==> src/rtl/ps2_host_tx_if.sv <==
// Command handshake between a requester and the PS/2 host transmitter.
// The master presents command bytes; the slave (transmitter) reports progress and results.
interface ps2_host_tx_if;
   logic [7:0] tx_data;
   logic       tx_valid;
   logic       tx_ready;
   logic       busy;
   logic       done;
   logic       error;
   logic [1:0] err_code;

   modport master (
      output tx_data, tx_valid,
      input  tx_ready, busy, done, error, err_code
   );

   modport slave (
      input  tx_data, tx_valid,
      output tx_ready, busy, done, error, err_code
   );
endinterface

==> src/rtl/ps2_host_tx.sv <==
// PS/2 host-to-device transmitter: request-to-send, frame shift on device clock, ACK check.
// Define PS2_TX_RETRY_EN to restart a failed transfer automatically (up to 2 retries).
//
// state     | meaning
// ----------|------------------------------------------------------------
// IDLE      | bus released, waiting for a command byte
// INHIBIT   | holding PS/2 clock low for INHIBIT_CYCLES
// REQ       | start bit driven with clock still held, then clock released
// SHIFT     | data, parity and stop driven on each device clock fall
// ACK       | sampling the device ACK on the next fall
// WAIT_IDLE | waiting for clock and data to both return high
// FAIL      | lines released, error reported
module ps2_host_tx #(
   parameter int INHIBIT_CYCLES = 10000,
   parameter int TIMEOUT_CYCLES = 2000000,
   parameter int FILTER_LEN     = 8
) (
   input  logic         clk,
   input  logic         rst,
   ps2_host_tx_if.slave host,
   input  logic         ps2_clk_in,
   input  logic         ps2_data_in,
   output logic         ps2_clk_oe,
   output logic         ps2_data_oe
);

   localparam int TMR_MAX = (INHIBIT_CYCLES > TIMEOUT_CYCLES) ? INHIBIT_CYCLES : TIMEOUT_CYCLES;
   localparam int TMR_W   = $clog2(TMR_MAX + 1);
   localparam int FLT_W   = $clog2(FILTER_LEN + 1);

   localparam logic [TMR_W-1:0] INHIBIT_LOAD = TMR_W'(INHIBIT_CYCLES - 1);
   localparam logic [TMR_W-1:0] TIMEOUT_LOAD = TMR_W'(TIMEOUT_CYCLES - 1);
   localparam logic [FLT_W-1:0] FLT_LAST     = FLT_W'(FILTER_LEN - 1);

   localparam logic [1:0] CODE_TIMEOUT = 2'b01;
   localparam logic [1:0] CODE_NOACK   = 2'b10;

   typedef enum logic [2:0] {
      IDLE,
      INHIBIT,
      REQ,
      SHIFT,
      ACK,
      WAIT_IDLE,
      FAIL
   } state_t;

   state_t           state;
   logic             clk_s1, clk_s2;
   logic             data_s1, data_s2;
   logic             clk_filt;
   logic             fall;
   logic [FLT_W-1:0] flt_cnt;
   logic [TMR_W-1:0] timer;
   logic [3:0]       bit_cnt;
   logic [7:0]       tx_byte;
   logic             parity;
   logic [1:0]       pend_code;
   logic             line_idle;
   logic             fail_now;
   logic [1:0]       fail_kind;
`ifdef PS2_TX_RETRY_EN
   logic [1:0]       retry_cnt;
`endif

   always_ff @(posedge clk or posedge rst) begin
      if (rst) begin
         clk_s1  <= 1'b1;
         clk_s2  <= 1'b1;
         data_s1 <= 1'b1;
         data_s2 <= 1'b1;
      end else begin
         clk_s1  <= ps2_clk_in;
         clk_s2  <= clk_s1;
         data_s1 <= ps2_data_in;
         data_s2 <= data_s1;
      end
   end

   // A new clock level is accepted only after FILTER_LEN consecutive differing samples.
   always_ff @(posedge clk or posedge rst) begin
      if (rst) begin
         clk_filt <= 1'b1;
         flt_cnt  <= '0;
         fall     <= 1'b0;
      end else begin
         fall <= 1'b0;
         if (clk_s2 == clk_filt) begin
            flt_cnt <= '0;
         end else if (flt_cnt == FLT_LAST) begin
            clk_filt <= clk_s2;
            flt_cnt  <= '0;
            fall     <= clk_filt;
         end else begin
            flt_cnt <= flt_cnt + FLT_W'(1);
         end
      end
   end

   // A fall always beats an expiring timer, since the fall restarts the count.
   always_comb begin
      line_idle = clk_filt & data_s2;
      fail_now  = 1'b0;
      fail_kind = CODE_TIMEOUT;
      if (state == ACK && fall && data_s2) begin
         fail_now  = 1'b1;
         fail_kind = CODE_NOACK;
      end else if (!fall && timer == '0 &&
                   (state == SHIFT || state == ACK || (state == WAIT_IDLE && !line_idle))) begin
         fail_now  = 1'b1;
         fail_kind = CODE_TIMEOUT;
      end
   end

   always_ff @(posedge clk or posedge rst) begin
      if (rst) begin
         state         <= IDLE;
         tx_byte       <= '0;
         parity        <= 1'b0;
         bit_cnt       <= '0;
         timer         <= '0;
         pend_code     <= 2'b00;
         ps2_clk_oe    <= 1'b0;
         ps2_data_oe   <= 1'b0;
         host.tx_ready <= 1'b1;
         host.busy     <= 1'b0;
         host.done     <= 1'b0;
         host.error    <= 1'b0;
         host.err_code <= 2'b00;
`ifdef PS2_TX_RETRY_EN
         retry_cnt     <= '0;
`endif
      end else begin
         host.done  <= 1'b0;
         host.error <= 1'b0;
         if (fail_now) begin
`ifdef PS2_TX_RETRY_EN
            if (retry_cnt != 2'd2) begin
               retry_cnt   <= retry_cnt + 2'd1;
               state       <= INHIBIT;
               timer       <= INHIBIT_LOAD;
               ps2_clk_oe  <= 1'b1;
               ps2_data_oe <= 1'b0;
            end else begin
               state       <= FAIL;
               pend_code   <= fail_kind;
               ps2_clk_oe  <= 1'b0;
               ps2_data_oe <= 1'b0;
            end
`else
            state       <= FAIL;
            pend_code   <= fail_kind;
            ps2_clk_oe  <= 1'b0;
            ps2_data_oe <= 1'b0;
`endif
         end else begin
            case (state)
               IDLE: begin
                  if (host.tx_valid && host.tx_ready) begin
                     tx_byte       <= host.tx_data;
                     parity        <= ~^host.tx_data;
                     timer         <= INHIBIT_LOAD;
                     ps2_clk_oe    <= 1'b1;
                     host.tx_ready <= 1'b0;
                     host.busy     <= 1'b1;
                     host.err_code <= 2'b00;
                     state         <= INHIBIT;
`ifdef PS2_TX_RETRY_EN
                     retry_cnt     <= '0;
`endif
                  end
               end
               INHIBIT: begin
                  if (timer == '0) begin
                     ps2_data_oe <= 1'b1;
                     state       <= REQ;
                  end else begin
                     timer <= timer - TMR_W'(1);
                  end
               end
               REQ: begin
                  ps2_clk_oe <= 1'b0;
                  bit_cnt    <= '0;
                  timer      <= TIMEOUT_LOAD;
                  state      <= SHIFT;
               end
               SHIFT: begin
                  if (fall) begin
                     timer   <= TIMEOUT_LOAD;
                     bit_cnt <= bit_cnt + 4'd1;
                     if (bit_cnt < 4'd8) begin
                        ps2_data_oe <= ~tx_byte[bit_cnt[2:0]];
                     end else if (bit_cnt == 4'd8) begin
                        ps2_data_oe <= ~parity;
                     end else begin
                        ps2_data_oe <= 1'b0;
                        state       <= ACK;
                     end
                  end else begin
                     timer <= timer - TMR_W'(1);
                  end
               end
               ACK: begin
                  if (fall) begin
                     timer <= TIMEOUT_LOAD;
                     state <= WAIT_IDLE;
                  end else begin
                     timer <= timer - TMR_W'(1);
                  end
               end
               WAIT_IDLE: begin
                  if (line_idle) begin
                     host.done     <= 1'b1;
                     host.busy     <= 1'b0;
                     host.tx_ready <= 1'b1;
                     state         <= IDLE;
                  end else if (fall) begin
                     timer <= TIMEOUT_LOAD;
                  end else begin
                     timer <= timer - TMR_W'(1);
                  end
               end
               FAIL: begin
                  host.error    <= 1'b1;
                  host.err_code <= pend_code;
                  host.busy     <= 1'b0;
                  host.tx_ready <= 1'b1;
                  state         <= IDLE;
               end
               default: state <= IDLE;
            endcase
         end
      end
   end

endmodule

==> src/flat_wrapper.sv <==
// flat-port wrapper written by rule: the top's interface ports become plain ports
module ps2_host_tx_flat 
#(
   parameter int INHIBIT_CYCLES = 10000,
   parameter int TIMEOUT_CYCLES = 2000000,
   parameter int FILTER_LEN     = 8
)
  (clk, rst, ps2_clk_in, ps2_data_in, ps2_clk_oe, ps2_data_oe, host_tx_data, host_tx_valid, host_tx_ready, host_busy, host_done, host_error, host_err_code);
  ps2_host_tx_if host_i ();
  input  logic clk;
  input  logic rst;
  input  logic ps2_clk_in;
  input  logic ps2_data_in;
  output logic ps2_clk_oe;
  output logic ps2_data_oe;
  input wire logic [$bits(host_i.tx_data)-1:0] host_tx_data;
  input wire logic [$bits(host_i.tx_valid)-1:0] host_tx_valid;
  output wire logic [$bits(host_i.tx_ready)-1:0] host_tx_ready;
  output wire logic [$bits(host_i.busy)-1:0] host_busy;
  output wire logic [$bits(host_i.done)-1:0] host_done;
  output wire logic [$bits(host_i.error)-1:0] host_error;
  output wire logic [$bits(host_i.err_code)-1:0] host_err_code;
  assign host_i.tx_data = host_tx_data;
  assign host_i.tx_valid = host_tx_valid;
  assign host_tx_ready = host_i.tx_ready;
  assign host_busy = host_i.busy;
  assign host_done = host_i.done;
  assign host_error = host_i.error;
  assign host_err_code = host_i.err_code;
  ps2_host_tx #(.INHIBIT_CYCLES(INHIBIT_CYCLES), .TIMEOUT_CYCLES(TIMEOUT_CYCLES), .FILTER_LEN(FILTER_LEN)) u_core (.clk(clk), .rst(rst), .host(host_i), .ps2_clk_in(ps2_clk_in), .ps2_data_in(ps2_data_in), .ps2_clk_oe(ps2_clk_oe), .ps2_data_oe(ps2_data_oe));
endmodule
==> config.mk <==
export PLATFORM = sky130hd
export DESIGN_NAME = ps2_host_tx_flat
export DESIGN_NICKNAME = d
export VERILOG_FILES = /design/src/rtl/ps2_host_tx_if.sv /design/src/rtl/ps2_host_tx.sv /design/src/flat_wrapper.sv
export SDC_FILE = /design/constraint.sdc
export NUM_CORES = 1
export LEC_CHECK = 0
export CORE_ASPECT_RATIO = 1.4
export CORE_MARGIN = 4
export CORE_UTILIZATION = 35
export CTS_BUF_LIST = sky130_fd_sc_hd__clkbuf_4 sky130_fd_sc_hd__clkbuf_8
export CTS_CLUSTER_SIZE = 20
export DETAILED_ROUTE_END_ITERATION = 7
export GPL_TIMING_DRIVEN = 0
export PLACE_DENSITY = 0.52
export SLEW_MARGIN = 0
export SYNTH_ARGS = -nofsm -noshare
export SYNTH_HDL_FRONTEND = slang
export SYNTH_SLANG_ARGS = --single-unit
export TNS_END_PERCENT = 20
==> constraint.sdc <==
create_clock -name clk -period 3.85 [get_ports clk]
set_clock_uncertainty 0.1 [all_clocks]
set_input_delay 0.77 -clock clk [delete_from_list [all_inputs] [get_ports clk]]
set_output_delay 0.77 -clock clk [all_outputs]
set_load 0.005 [all_outputs]
==> run metrics, run 1 <==
status=complete, no violations; min-delay worst type=reg2reg; Rel. slew slack=0.401; I/O pins=21; cts bufs inserted=9; synthesized area=3200 um^2; Clk pwr share=0.420; height of the die=121 um; RR Endpoint=u_core.timer[18]$_DFFE_PP0P_; Unique masters post-synth=59; CTS Sinks=57; Synth-to-Final Area Change=16.9%; Leakage=1.55 nW; CP Capture Type=flop; # setup viols final=0; Die Area=10800 um^2; Final Hold Fails=0; Worst EP required=3970 ps; number of routed nets with antenna violations=0; Antenna diodes=0; Critical Path AT=2740 ps; EDFF count, synth=0; P_int=0.960 mW; DRC=0; setup bufs post-CTS=0; Synth Instances=335; die width=88.8 um; fin crit share=0.681; CTS max path bufs=2; worst-skew pair later-pin latency=340 ps; power consumption=1.27 mW; post-DP HPWL=5950 um; Setup crit end=u_core.timer[18]$_DFFE_PP0P_; area of the multi-input gates=1630 um^2; PD cells=339 nW/um^2; WS Path Type=reg2reg; crit path max fanout=10; register area share after synthesis=0.448; RSZ-0062 raised after global routing=no; routed len/inst=16.8 um; CP startpoint=u_core.timer[0]$_DFFE_PP0P_; first-pass GRT wire length=13600 um; Starting Density=0.356; drt first pass iters=4; Logic pwr share=0.072; max-slew violation count=0; CTS tree=done; Sw Pwr=0.306 mW; CTS clk-pin slew, worst paths=70 ps; # rows=41; number of DRC markers in iteration 0=130; Filler cells=906; antenna violations before repair=0; H-tree depth=3; final net count=384; GRT overflow=0; DR vias=2647; Fmax=382 MHz; gpl congestion=0.807; share of cells above drive strength 1=0.140; FF-to-FF setup slack=1230 ps; final setup TNS=0 ps; total track usage=0.165; port buffer count=20; core area=8980 um^2; Post-Route WL=8030 um; worst vdd ir=0.215 mV; startpoint types=flop; number of max-cap violations=0; FF+latch area=1430 um^2; synthesized net count=352; Most used DFF post-synth=dfrtp_1; vias in the first global route=2694; average size of a mapped cell=9.55 um^2; slew of the pin with the lowest slew margin=891 ps; FF-to-FF path depth=8; post-cts hold buffer count=0; Switching Share=0.242; Reg-to-Reg Start=u_core.timer[0]$_DFFE_PP0P_; Post-synth ARST share=1.00; Yosys reg bits=57; # resized after CTS=0; drt via density=5.54; clock root buffer=clkbuf_8; Flop pwr share=0.508; Min Clock Period, post-route=2620 ps; largest net degree at the start of global routing=39; synth warn=0
kinds of logic (layout without fill, tap and decap cells):
| logic type | Yosys count | count (layout) | synth area share |
|---|---|---|---|
| mux | 13 | 13 | 0.0520 |
| fa+ha+maj | 4 | 4 | 0.0156 |
| xor+xnor | 9 | 9 | 0.0246 |
| flops | 57 | 57 | 0.448 |
| compound gates | 107 | 107 | 0.223 |
| buf+inv | 32 | 68 | 0.0422 |
| simple gates | 113 | 113 | 0.194 |
Yosys cell counts (9+ instances only):
master / instances / area, um^2
a31oi_1: 11 / 68.8
o22ai_1: 9 / 56.3
inv_1: 15 / 56.3
dfrtp_1: 51 / 1280
clkbuf_1: 9 / 33.8
o21ai_0: 16 / 80.1
nor2_1: 26 / 97.6
a21oi_1: 20 / 100
mux2_2: 9 / 101
nand2_1: 25 / 93.8
nor3_1: 14 / 70.1
area by class of cell:
class	count	share of cell area
inverter	15	0.0151
clock buffer	13	0.0462
sequential	57	0.384
timing repair buffer	21	0.0589
buffer	17	0.0211
clock inverter	2	0.00335
multi-input combinational	246	0.436
tap	107	0.0358
power groups by stage:
stage / Clock (mW) / Sequential [mW] / Combinational (mW)
finish: 0.531 / 0.643 / 0.0917
CTS: 0.545 / 0.643 / 0.0943
detailed placement: 0 / 0.654 / 0.0934
floorplan: 0 / 0.648 / 0.0628
global route: 0.574 / 0.645 / 0.105
global placement: 0 / 0.652 / 0.0882
cells in the final DEF, fill, tap and decap left out, drive strengths merged, types with 4 or more instances in the layout:
cell type      count
nor3              14
o22ai              9
nand2b             6
clkbuf            22
buf                9
nor2              26
xnor2              8
clkdlybuf4s50     20
dfstp              6
ha                 4
a22o               4
or4                4
nand2             25
nor4               5
a21oi             20
nand3              8
a31oi             11
nor2b              7
inv               15
dfrtp             51
o31ai              8
mux2               9
o21ai             23
a211oi             7
worst min path at each step:
stage,from,endpoint,slack (ps),cells after the start
6_report,u_core.data_s1$_DFF_PP1_,u_core.data_s2$_DFF_PP1_,260,0
2_1_floorplan,u_core.clk_s1$_DFF_PP1_,u_core.clk_s2$_DFF_PP1_,250,0
4_1_cts,u_core.data_s1$_DFF_PP1_,u_core.data_s2$_DFF_PP1_,260,0
3_3_place_gp,u_core.data_s1$_DFF_PP1_,u_core.data_s2$_DFF_PP1_,250,0
5_1_grt,u_core.data_s1$_DFF_PP1_,u_core.data_s2$_DFF_PP1_,260,0
3_5_place_dp,u_core.data_s1$_DFF_PP1_,u_core.data_s2$_DFF_PP1_,250,0
layer usage:
metal	wire [um]	track usage
met4	142	0.0614
met5	0	0
met3	245	0.0340
met2	4290	0.289
met1	3350	0.195
flip-flops by register name (all words and copies together), names as in the netlist, 2 cells and up:
signal                cells
u_core.timer             21
u_core.tx_byte            8
u_core.bit_cnt            4
u_core.flt_cnt            4
u_core.state              3
u_core.host.err_code      2
u_core.pend_code          2
critical path, stage by stage (launching register included):
cell and delay, ps:
dfrtp_1 400, inv_1 120, ha_1 160, or3b_2 470, nor4_4 340, o311ai_2 360
nand2_1 210, buf_4 210, o22ai_1 110
per-stage QoR:
stage	area [um^2]	setup slack (ps)	util	cells	hold slack, ps
after global placement	3530	454	0.394	462	246
after floorplan	3200	1590	-	335	245
after CTS	3740	1210	0.416	478	256
after detailed placement	3550	1130	0.396	463	247
after global routing	3740	1080	0.416	478	258
final	3740	1230	0.416	478	256
No activity file was read; power rests on OpenSTA's default activity.
==> run 2: changes to the inputs <==
==> constraint.sdc (replaced) <==
create_clock -name clk -period 2.7 [get_ports clk]
set_clock_uncertainty 0.1 [all_clocks]
set_input_delay 0.54 -clock clk [delete_from_list [all_inputs] [get_ports clk]]
set_output_delay 0.54 -clock clk [all_outputs]
set_load 0.005 [all_outputs]
==> run metrics, run 2 (synthesis gave the netlist of run 1 again) <==
Non-Filler Instances=479; Critical Path AT=2710 ps; die width=88.8 um; DRC=0; PD cells=478 nW/um^2; Antenna diodes=0; crit path max fanout=10; commonest non-fill, non-tap cell in the layout=dfrtp_1; number of routed nets with antenna violations=0; gpl congestion=0.807; # setup viols final=0; DR vias=2689; Synth-to-Final Area Change=18.0%; worst-path cell chain=nor4_1 -> nor4b_4 -> buf_4 -> nand4b_1 -> nand2_1 -> o221a_1; port buffer count=20; largest net degree at the start of global routing=39; I/O pins=21; startpoint types=flop; max-slew violation count=0; final net count=385; core area=8980 um^2; area of the multi-input gates=1660 um^2; first-pass GRT wire length=13600 um; most flop-heavy register=u_core.timer; min-delay worst type=reg2reg; Min Clock Period, post-route=2540 ps; CTS max path bufs=2; drt first pass iters=4; antenna violations before repair=0; post-DP HPWL=5950 um; FF+latch area=1430 um^2; height of the die=121 um; Fmax=393 MHz; worst hold margin=256 ps; Worst EP required=2870 ps; CP Capture Type=flop; number of max-cap violations=0; clock root buffer=clkbuf_8; Rel. slew slack=0.487; fin crit share=0.942; CTS clk-pin slew, worst paths=60 ps; Filler cells=900; drt via density=5.61; dpl cells=463; routed len/inst=16.9 um; most frequent cells in the layout=dfrtp_1 (51), nor2_1 (25), nand2_1 (25), a21oi_1 (20), clkdlybuf4s50_1 (20); number of DRC markers in iteration 0=123; Leakage=1.57 nW; # rows=41; H-tree depth=3; Top Registers=u_core.timer (21), u_core.tx_byte (8); vias in the first global route=2694; hold path depth=0; max FFs per register=21; power consumption=1.80 mW; GRT overflow=0; Slowest cell on crit path=nor4_1; total track usage=0.165; CTS tree=done; RSZ-0062 raised after global routing=no; WS Path Type=reg2reg; Die Area=10800 um^2; share of cells above drive strength 1=0.148; cts bufs inserted=9; CTS Sinks=57; Starting Density=0.356; worst vdd ir=0.307 mV; FF-to-FF path depth=6; Final Hold Fails=0; Post-Route WL=8070 um; status=complete, no violations; worst-skew pair later-pin latency=340 ps; slew of the pin with the lowest slew margin=763 ps; Largest stage delay, worst path=700 ps
run 2: layout make-up:
| type | count | share of cell area |
|---|---|---|
| Tap cell | 107 | 0.0355 |
| Inverter | 15 | 0.0149 |
| Timing Repair Buffer | 22 | 0.0603 |
| Buffer | 17 | 0.0212 |
| Clock buffer | 13 | 0.0457 |
| Multi-Input combinational cell | 246 | 0.439 |
| Clock inverter | 2 | 0.00331 |
| Sequential cell | 57 | 0.380 |
run 2: worst paths after layout:
check	to	slack, ps	start
min	u_core.data_s2$_DFF_PP1_	260	u_core.data_s1$_DFF_PP1_
max	u_core.state[1]$_DFFE_PP0P_	160	u_core.timer[4]$_DFFE_PP0P_
min in group asynchronous	u_core.timer[13]$_DFFE_PP0P_	420	rst
max in group asynchronous	u_core.clk_s2$_DFF_PP1_	1450	rst
min reg2reg	u_core.data_s2$_DFF_PP1_	260	u_core.data_s1$_DFF_PP1_
max reg2reg	u_core.state[1]$_DFFE_PP0P_	160	u_core.timer[4]$_DFFE_PP0P_
run 2: report_power, final:
| group | switching [mW] | leakage [nW] | internal [mW] | total [mW] |
|---|---|---|---|---|
| Combinational | 0.0623 | 0.744 | 0.0683 | 0.131 |
| Clock | 0.343 | 0.0949 | 0.412 | 0.755 |
| Sequential | 0.0284 | 0.729 | 0.889 | 0.917 |
run 2: what timing repair did:
action / 4_1_cts / 5_1_grt
setup endpoints to repair: 0 / 14
setup buffers: 0 / 1
gates resized for setup: 0 / 6
endpoints found under the hold margin: 0 / 0
hold buffers: 0 / 0
run 2: through the flow:
stage	TNS (ps)	setup WS (ps)	instance area, um^2	util
4_1_cts	0	60.2	3740	0.416
3_5_place_dp	0	62.0	3550	0.396
2_1_floorplan	0	496	3200	-
3_3_place_gp	-23530	-466	3530	0.394
5_1_grt	0	42.9	3770	0.420
6_report	0	158	3770	0.420
run 2: critical path: cells and delay by family (launching register included):
family | cells | cell delay [ps]
buffers and inverters | 1 | 240
AO/OA/AOI/OAI | 1 | 210
AND/OR/NAND/NOR | 4 | 1480
flip-flops | 1 | 430
run 2: metal layers:
layer  share of wire  vias to the layer above  wire length [um]  GRT usage
li1                -                     1317                 -          -
met1            0.41                     1306              3310      0.195
met2            0.54                       48              4380      0.289
met3           0.027                       18               214     0.0340
met4           0.021                        0               167     0.0614
met5               0                        -                 0          0
==> run 3: changes to the inputs <==
--- a/config.mk
+++ b/config.mk
@@ -9,11 +9,10 @@
 export CORE_MARGIN = 4
 export CORE_UTILIZATION = 35
 export CTS_BUF_LIST = sky130_fd_sc_hd__clkbuf_4 sky130_fd_sc_hd__clkbuf_8
-export CTS_CLUSTER_SIZE = 20
+export CTS_CLUSTER_SIZE = 12
 export DETAILED_ROUTE_END_ITERATION = 7
 export GPL_TIMING_DRIVEN = 0
-export PLACE_DENSITY = 0.52
-export SLEW_MARGIN = 0
+export SLEW_MARGIN = 10
 export SYNTH_ARGS = -nofsm -noshare
 export SYNTH_HDL_FRONTEND = slang
 export SYNTH_SLANG_ARGS = --single-unit
==> run metrics, run 3 (synthesis gave the netlist of run 1 again) <==
status=complete, no violations; Rel. slew slack=0.435; number of max-cap violations=0; Min Clock Period, post-route=2540 ps; CTS clk-pin slew, worst paths=70 ps; Starting Density=0.356; Critical Path AT=2680 ps; antenna violations before repair=0; most flop-heavy register=u_core.timer; worst-skew pair later-pin latency=360 ps; CTS max path bufs=2; number of DRC markers in iteration 0=132; slew of the pin with the lowest slew margin=841 ps; power consumption=1.87 mW; DR vias=2682; port buffer count=20; die width=88.8 um; drt first pass iters=4; I/O pins=21; startpoint types=flop; GRT overflow=0; dpl cells=463; Antenna diodes=0; H-tree depth=3; # setup viols final=0; Top Registers=u_core.timer (21), u_core.tx_byte (8); Reg-to-Reg Start=u_core.state[2]$_DFFE_PP0P_; post-DP HPWL=5600 um; Synth-to-Final Area Change=18.1%; CP startpoint=u_core.state[2]$_DFFE_PP0P_; FF-to-FF setup slack=160 ps; hold path depth=0; post-cts hold buffer count=0; max-slew violation count=0; crit path max fanout=10; Final Hold Fails=0; gpl congestion=0.851; RSZ-0062 raised after global routing=no; WS Path Type=reg2reg; drt via density=5.58; height of the die=121 um; CTS tree=done; final setup TNS=0 ps; Non-Filler Instances=481; Leakage=1.56 nW; cts bufs inserted=9; first-pass GRT wire length=12900 um; # rows=41; final net count=386; CP Capture Type=flop; clock root buffer=clkbuf_8; Post-Route WL=7710 um; share of cells above drive strength 1=0.147; fin crit share=0.942; min-delay worst type=reg2reg; DRC=0; vias in the first global route=2694; worst vdd ir=0.320 mV; CTS Sinks=57; max FFs per register=21; RR Endpoint=u_core.timer[8]$_DFFE_PP0P_; total track usage=0.157; Die Area=10800 um^2; largest net degree at the start of global routing=39; Worst EP required=2830 ps; Fmax=393 MHz; number of routed nets with antenna violations=0; Worst Min Path Start=u_core.clk_s1$_DFF_PP1_; FF-to-FF path depth=7; Min-Delay Endpoint=u_core.clk_s2$_DFF_PP1_; most frequent cells in the layout=dfrtp_1 (51), nor2_1 (26), nand2_1 (25), a21oi_1 (20), clkdlybuf4s50_1 (20); PD cells=494 nW/um^2; core area=8980 um^2; commonest non-fill, non-tap cell in the layout=dfrtp_1; routed len/inst=16.0 um
-- run 3: worst max-delay path by stage --
stage	cells after the start	endpoint	slack, ps
5_1_grt	5	u_core.timer[13]$_DFFE_PP0P_	10
3_3_place_gp	2	u_core.tx_byte[4]$_DFFE_PP0P_	-500
6_report	7	u_core.timer[8]$_DFFE_PP0P_	160
4_1_cts	8	u_core.timer[8]$_DFFE_PP0P_	30
3_5_place_dp	8	u_core.timer[8]$_DFFE_PP0P_	40
2_1_floorplan	8	u_core.timer[8]$_DFFE_PP0P_	500
-- run 3: layout make-up --
| class | instances | area [um^2] |
|---|---|---|
| Fill cell | 883 | 5200 |
| Multi-Input combinational cell | 246 | 1640 |
| Sequential cell | 57 | 1430 |
| Timing Repair Buffer | 23 | 235 |
| Clock buffer | 11 | 145 |
| Tap cell | 107 | 134 |
| Buffer | 17 | 78.8 |
| Inverter | 15 | 56.3 |
| Clock inverter | 5 | 55.1 |
-- run 3: what timing repair did --
action                                  CTS  global route
endpoints found under the setup margin    0            10
gates resized for setup                   0             1
setup buffers                             0             2
-- run 3: layer usage --
layer | vias up | GRT usage | part of all wire | wire (um)
li1 | 1324 | - | - | -
met1 | 1297 | 0.180 | 0.41 | 3170
met2 | 41 | 0.263 | 0.53 | 4070
met3 | 20 | 0.0360 | 0.033 | 251
met4 | 0 | 0.0879 | 0.028 | 217
met5 | - | 0 | 0 | 0
-- run 3: power breakdown --
group / internal [mW] / total, mW / switching (mW)
combinational: 0.0676 / 0.129 / 0.0612
clock: 0.458 / 0.824 / 0.366
sequential: 0.889 / 0.915 / 0.0259
-- run 3: critical path: stages, from the launching register on --
cell      delay (ps)
dfrtp_1          370
buf_2            170
clkbuf_1         220
nor2b_1          220
nor2_1           510
o21ai_1          350
a211oi_1         340
o22ai_1          130
-- run 3: metrics by stage --
stage          instance area [um^2]  utilization  hold WS, ps  worst slack, ps
2_1_floorplan                  3200            -          245              496
3_3_place_gp                   3530        0.394          246             -504
3_5_place_dp                   3550        0.396          247             43.3
4_1_cts                        3750        0.418          256             34.4
5_1_grt                        3780        0.421          261             14.3
6_report                       3780        0.421          255              155
